<file path="src/rtl/mul_div_sequencer_if.sv">
// Purpose : handshake/operand/result bundle between a requester and mul_div_sequencer.
// Latency : pure wiring, no state.
// Backpressure: requester must hold off start while busy; a start seen while busy is dropped.
// Ports   : master drives start/op/operandA/operandB and reads busy/done/results;
//           slave (the sequencer) is the mirror image.
interface mul_div_sequencer_if #(
  parameter int WIDTH = 32
);
  logic             start;
  logic             op;
  logic [WIDTH-1:0] operandA;
  logic [WIDTH-1:0] operandB;
  logic             busy;
  logic             done;
  logic [WIDTH-1:0] resultHi;
  logic [WIDTH-1:0] resultLo;
  logic             divByZero;

  modport master (
    output start, op, operandA, operandB,
    input  busy, done, resultHi, resultLo, divByZero
  );

  modport slave (
    input  start, op, operandA, operandB,
    output busy, done, resultHi, resultLo, divByZero
  );
endinterface

</file>
<file path="src/rtl/mul_div_sequencer.sv">
// Purpose : unsigned MULTU/DIVU by iterating one bit per cycle on a shared add/sub ALU.
// Latency : start accepted at edge 0 -> done in cycle WIDTH+1 (cycle 1 for divide-by-zero).
// Backpressure: busy from the cycle after accept through DONE; start is ignored (not queued) while busy.
// Ports   : clk, resetN (sync, active-low); bus (slave modport) carries start/op/operands in,
//           busy/done/resultHi/resultLo/divByZero out. All outputs are registered.

// Small MIPS-style ALU: ctl[2] inverts B and injects the carry (subtract),
// ctl[1:0] selects and / or / sum. The single adder here is the only one in the block.
module mul_div_alu #(
  parameter int WIDTH = 33
) (
  input  logic [WIDTH-1:0] a,
  input  logic [WIDTH-1:0] b,
  input  logic [2:0]       ctl,
  output logic [WIDTH-1:0] y
);
  logic [WIDTH-1:0] bx;
  logic [WIDTH-1:0] sum;

  always_comb begin
    bx  = ctl[2] ? ~b : b;
    sum = a + bx + {{(WIDTH-1){1'b0}}, ctl[2]};
    case (ctl[1:0])
      2'b00:   y = a & bx;
      2'b01:   y = a | bx;
      default: y = sum;
    endcase
  end
endmodule

module mul_div_sequencer #(
  parameter int WIDTH = 32
) (
  input  logic                clk,
  input  logic                resetN,
  mul_div_sequencer_if.slave  bus
);
  localparam int CW = (WIDTH > 2) ? $clog2(WIDTH) : 1;

  localparam logic [1:0] IDLE = 2'd0;
  localparam logic [1:0] RUN  = 2'd1;
  localparam logic [1:0] DONE = 2'd2;

  localparam logic [2:0] ALU_ADD = 3'b010;
  localparam logic [2:0] ALU_SUB = 3'b110;

  logic [1:0]       state;
  logic [CW-1:0]    count;
  logic             op_q;
  logic [WIDTH-1:0] b_q;
  // acc is the partial-product high half (multiply) or partial remainder (divide);
  // lo is the multiplier being shifted out (multiply) or the quotient being shifted in (divide).
  logic [WIDTH:0]   acc;
  logic [WIDTH-1:0] lo;

  logic             busy_q;
  logic             done_q;
  logic [WIDTH-1:0] res_hi;
  logic [WIDTH-1:0] res_lo;
  logic             dbz_q;

  logic [WIDTH:0]   r_shl;
  logic [WIDTH:0]   alu_a;
  logic [WIDTH:0]   alu_y;
  logic [2:0]       alu_ctl;
  logic [WIDTH:0]   sum;
  logic [WIDTH:0]   acc_nxt;
  logic [WIDTH-1:0] lo_nxt;
  logic             last;

  // Divide shifts {R,Q} left before the trial subtract; multiply adds into acc as-is.
  assign r_shl   = {acc[WIDTH-1:0], lo[WIDTH-1]};
  assign alu_a   = op_q ? r_shl : acc;
  assign alu_ctl = op_q ? ALU_SUB : ALU_ADD;

  mul_div_alu #(.WIDTH(WIDTH+1)) u_alu (
    .a   (alu_a),
    .b   ({1'b0, b_q}),
    .ctl (alu_ctl),
    .y   (alu_y)
  );

  always_comb begin
    sum     = lo[0] ? alu_y : acc;
    acc_nxt = {1'b0, sum[WIDTH:1]};
    lo_nxt  = {sum[0], lo[WIDTH-1:1]};
    if (op_q) begin
      // Trial result negative (top bit set) means the divisor did not fit: restore.
      acc_nxt = alu_y[WIDTH] ? r_shl : alu_y;
      lo_nxt  = {lo[WIDTH-2:0], ~alu_y[WIDTH]};
    end
  end

  assign last = (count == CW'(WIDTH-1));

  always_ff @(posedge clk) begin
    if (!resetN) begin
      state  <= IDLE;
      count  <= '0;
      op_q   <= 1'b0;
      b_q    <= '0;
      acc    <= '0;
      lo     <= '0;
      busy_q <= 1'b0;
      done_q <= 1'b0;
      res_hi <= '0;
      res_lo <= '0;
      dbz_q  <= 1'b0;
    end else begin
      case (state)
        IDLE: begin
          done_q <= 1'b0;
          if (bus.start) begin
            op_q   <= bus.op;
            b_q    <= bus.operandB;
            acc    <= '0;
            lo     <= bus.operandA;
            count  <= '0;
            busy_q <= 1'b1;
            dbz_q  <= 1'b0;
            if (bus.op && (bus.operandB == '0)) begin
              // Divide by zero bypasses RUN; results published straight away.
              state  <= DONE;
              done_q <= 1'b1;
              res_hi <= bus.operandA;
              res_lo <= '1;
              dbz_q  <= 1'b1;
            end else begin
              state <= RUN;
            end
          end
        end
        RUN: begin
          acc   <= acc_nxt;
          lo    <= lo_nxt;
          count <= count + 1'b1;
          if (last) begin
            state  <= DONE;
            count  <= '0;
            done_q <= 1'b1;
            res_hi <= acc_nxt[WIDTH-1:0];
            res_lo <= lo_nxt;
          end
        end
        DONE: begin
          done_q <= 1'b0;
          busy_q <= 1'b0;
          state  <= IDLE;
        end
        default: begin
          state  <= IDLE;
          busy_q <= 1'b0;
          done_q <= 1'b0;
        end
      endcase
    end
  end

  assign bus.busy      = busy_q;
  assign bus.done      = done_q;
  assign bus.resultHi  = res_hi;
  assign bus.resultLo  = res_lo;
  assign bus.divByZero = dbz_q;
endmodule

</file>
<file path="src/flat_wrapper.sv">
// flat-port wrapper written by rule: the top's interface ports become plain ports
module mul_div_sequencer_flat 
#(
  parameter int WIDTH = 32
)
  (clk, resetN, bus_start, bus_op, bus_operandA, bus_operandB, bus_busy, bus_done, bus_resultHi, bus_resultLo, bus_divByZero);
  mul_div_sequencer_if #(.WIDTH(WIDTH)) bus_i ();
  input  logic clk;
  input  logic resetN;
  input wire logic [$bits(bus_i.start)-1:0] bus_start;
  input wire logic [$bits(bus_i.op)-1:0] bus_op;
  input wire logic [$bits(bus_i.operandA)-1:0] bus_operandA;
  input wire logic [$bits(bus_i.operandB)-1:0] bus_operandB;
  output wire logic [$bits(bus_i.busy)-1:0] bus_busy;
  output wire logic [$bits(bus_i.done)-1:0] bus_done;
  output wire logic [$bits(bus_i.resultHi)-1:0] bus_resultHi;
  output wire logic [$bits(bus_i.resultLo)-1:0] bus_resultLo;
  output wire logic [$bits(bus_i.divByZero)-1:0] bus_divByZero;
  assign bus_i.start = bus_start;
  assign bus_i.op = bus_op;
  assign bus_i.operandA = bus_operandA;
  assign bus_i.operandB = bus_operandB;
  assign bus_busy = bus_i.busy;
  assign bus_done = bus_i.done;
  assign bus_resultHi = bus_i.resultHi;
  assign bus_resultLo = bus_i.resultLo;
  assign bus_divByZero = bus_i.divByZero;
  mul_div_sequencer #(.WIDTH(WIDTH)) u_core (.clk(clk), .resetN(resetN), .bus(bus_i));
endmodule
</file>
<file path="config.mk">
export PLATFORM = sky130hd
export DESIGN_NAME = mul_div_sequencer_flat
export DESIGN_NICKNAME = d
export VERILOG_FILES = /design/src/rtl/mul_div_sequencer_if.sv /design/src/rtl/mul_div_sequencer.sv /design/src/flat_wrapper.sv
export SDC_FILE = /design/constraint.sdc
export NUM_CORES = 1
export LEC_CHECK = 0
export ABC_AREA = 0
export CAP_MARGIN = 10
export CORE_MARGIN = 2
export CORE_UTILIZATION = 48
export CTS_CLUSTER_DIAMETER = 150
export DETAILED_ROUTE_END_ITERATION = 12
export DONT_BUFFER_PORTS = 1
export SLEW_MARGIN = 25
export SYNTH_ARGS = -nofsm -noshare
export SYNTH_HDL_FRONTEND = slang
export SYNTH_HIERARCHICAL = 1
export SYNTH_SLANG_ARGS = --single-unit
</file>
<file path="constraint.sdc">
create_clock -name clk -period 6.9 [get_ports clk]
set_input_delay 1.725 -clock clk [delete_from_list [all_inputs] [get_ports clk]]
set_output_delay 1.725 -clock clk [all_outputs]
set_load 0.01 [all_outputs]
</file>
==> impl_metrics.json <==
{
  "status": "finished clean",
  "path_buf_inv": 2,
  "synth_area_um2": 12300,
  "wl_met2_um": 14100,
  "hold-worst-slack_ps": 472,
  "grt_pass1_vias": 9463,
  "yosys_warnings": 6,
  "place.gp.congestion": 0.918,
  "final_cells": 1803,
  "antennaDiodeCount": 0,
  "viasPerCell": 5.72,
  "dp.final_hpwl_um": 23600,
  "io_pins": 135,
  "cts.clk_slew.worst_paths_ps": 80,
  "critPathLaunchType": "register",
  "final_common_cell": "nand2_1",
  "core_um2": 25200,
  "finalSetupViolCount": 0,
  "dp.cells": 1771,
  "powerDensity_nw_per_um2": 199,
  "h-tree-depth": 4,
  "cts_resized": 0,
  "ctsHoldBuffers": 0,
  "critPathArrivalTime_ps": 5340,
  "worst_pin_slew_ps": 1130,
  "period_minus_slack_ps": 4970,
  "drtIter0Drc": 881,
  "overflow": 0,
  "min_path_type": "register to register",
  "cts_tree": "done",
  "clock_latency_ps": 440,
  "crit_type": "register to register",
  "drv_cap": 0,
  "wl_um": 32800,
  "drv_slew": 0,
  "start_util_pct": 48.8,
  "clockBufferDepth": 2,
  "yosysUniqueCellTypes": 68,
  "nNetsFinal": 1597,
  "peakVddDrop_v": 0.000163,
  "numCtsBuffers": 17,
  "drc": 0,
  "crit_family": "compound AO/OA/AOI/OAI gates",
  "ys_ff_latch": 172,
  "postSynthCellCount": 1538,
  "p_leak_nw": 5.56,
  "final_core_util_pct": 51.4,
  "grt_pass1_wl_um": 51700,
  "rsz0062_at_grt": "no",
  "met3_length_um": 2510,
  "slew_headroom_pct": 23.0,
  "fin_skew_ps": 21.5,
  "cts-root-buf": "clkbuf_16",
  "syn2layout_area_growth_pct": 5.50,
  "grt_max_degree": 213,
  "drt-met1-wl_um": 15700,
  "cts_sinks": 172,
  "rows": 58,
  "grt_use_total_pct": 24.1,
  "max_stage_delay_ps": 910,
  "ys_seq_area_share_pct": 28.0,
  "synth_area_per_cell_um2": 7.98,
  "wl_per_cell_um": 18.2,
  "critPathSlowestCell": "dfxtp_4",
  "min_period_over_period_pct": 72.0,
  "fmax_mhz": 201,
  "path_cells": "mux2_2 > mux2_2 > inv_1 > fa_1 > nor2b_1 > o2111ai_2 > a211oi_1 > o21ai_0 > nand2_1 > a32o_1 > o2111ai_1 > o311ai_4 > buf_4 > mux2i_1 > a211oi_1 > o21ai_0 > mux2i_1",
  "die-area_um2": 26900,
  "die_w_um": 164,
  "cp-end-kind": "register",
  "postCtsSetupBuffers": 0,
  "dr.pass1.iters": 5,
  "routed.top_layer": "met4",
  "mostFrequentLayoutCells": "238 x nand2_1, 170 x dfxtp_1, 116 x o21ai_0",
  "hold_viol_final": 0,
  "path_max_fanout": 66,
  "synth_flop_cell": "dfxtp_1",
  "antenna_found_initial": 0,
  "crit_required_ps": 7280,
  "port-buffer-count": 0,
  "postSynth.asyncResetShare_pct": 0,
  "die_h_um": 164,
  "vias": 10314,
  "drtAntennaViolNets": 0,
  "drive_gt1_share_pct": 8.96,
  "setup_tns_ps": 0,
  "synth-edff-count": 0
}
-- registers in the layout, summed over array words and instances (netlist names) --
register,flops
u_core/state,2
u_core/count,5
u_core/b_q,32
u_core/bus.resultLo,32
u_core/lo,32
u_core/acc,33
u_core/bus.busy,1
u_core/bus.resultHi,32
u_core/bus.divByZero,1
u_core/bus.done,1
u_core/op_q,1
-- path summary, 6_finish.rpt --
check        cells after the start                      end      startpoint  slack [ps]
max                             17  u_core/bus.resultHi[12]     u_core/op_q        1930
min                              2           u_core/b_q[28]  u_core/b_q[28]         470
max reg2reg                     17  u_core/bus.resultHi[12]     u_core/op_q        1930
min reg2reg                      2           u_core/b_q[28]  u_core/b_q[28]         470
-- final cells by class --
class                      count  area (µm²)
tap                          330         413
inverter                      82         308
timing repair buffer          13        97.6
clock inverter                14         171
clock buffer                  18         439
multi-input combinational   1174        8080
sequential                   172        3450
fill                        2445       12200
-- synth_stat cells (6+ instances only) --
library cell  count  area [µm²]
nand2_1         238         893
dfxtp_1         172        3440
o21ai_0         116         581
mux2i_1         114        1140
inv_1            82         308
clkbuf_1         79         297
a21oi_1          76         380
nor2b_1          75         469
a211oi_1         68         510
ha_1             68         851
mux2_2           66         743
a21boi_0         48         360
xor2_1           45         394
nor2_1           44         165
and2_1           42         263
a31oi_1          28         175
a21o_1           18         135
buf_1            16        60.1
xnor2_1          14         123
buf_2            11        55.1
nand3_1          11        55.1
nand4_1          11        68.8
nor3_1           11        55.1
a221oi_1         10        87.6
buf_6             7        78.8
nor4_1            7        43.8
or3_1             6        37.5
-- tightest hold or removal path: stages, from the launching register on --
cell and delay (ps):
dfxtp_1 320, nand2_1 50, a21boi_0 60
-- where the power goes --
part | switching (W) | internal (W) | total, W
logic | 0.000312 | 0.000202 | 0.000514
registers | 0.0000416 | 0.00103 | 0.00107
clock network | 0.000492 | 0.000501 | 0.000993
-- metrics by stage --
step           total power (W)  setup slack [ps]  area (µm²)
4_1_cts                0.00259              1940       13000
6_report               0.00258              1930       13000
3_3_place_gp           0.00159              2080       12300
5_1_grt                0.00271              1380       13000
2_1_floorplan          0.00150              2530       12300
3_5_place_dp           0.00160              1980       12300
-- logic make-up (layout without fill, tap and decap cells) --
| kind of cell | after synthesis | after routing | synth area share [%] |
|---|---|---|---|
| adders and majority gates | 69 | 69 | 7.09 |
| other | 2 | 7 | 0.0612 |
| AOI/OAI and AO/OA | 397 | 397 | 20.8 |
| buffers and inverters | 197 | 127 | 6.60 |
| muxes | 180 | 180 | 15.3 |
| DFF | 172 | 172 | 28.0 |
| and+or+nand+nor | 462 | 462 | 17.9 |
| xor gates and xnor gates | 59 | 59 | 4.21 |
-- routing by layer --
layer / track usage, % / vias up
met3: 5.66 / 29
met5: 0 / -
li1: - / 5167
met1: 34.0 / 4811
met2: 36.7 / 307
met4: 6.46 / 0
No activity file was read; power rests on OpenSTA's default activity.
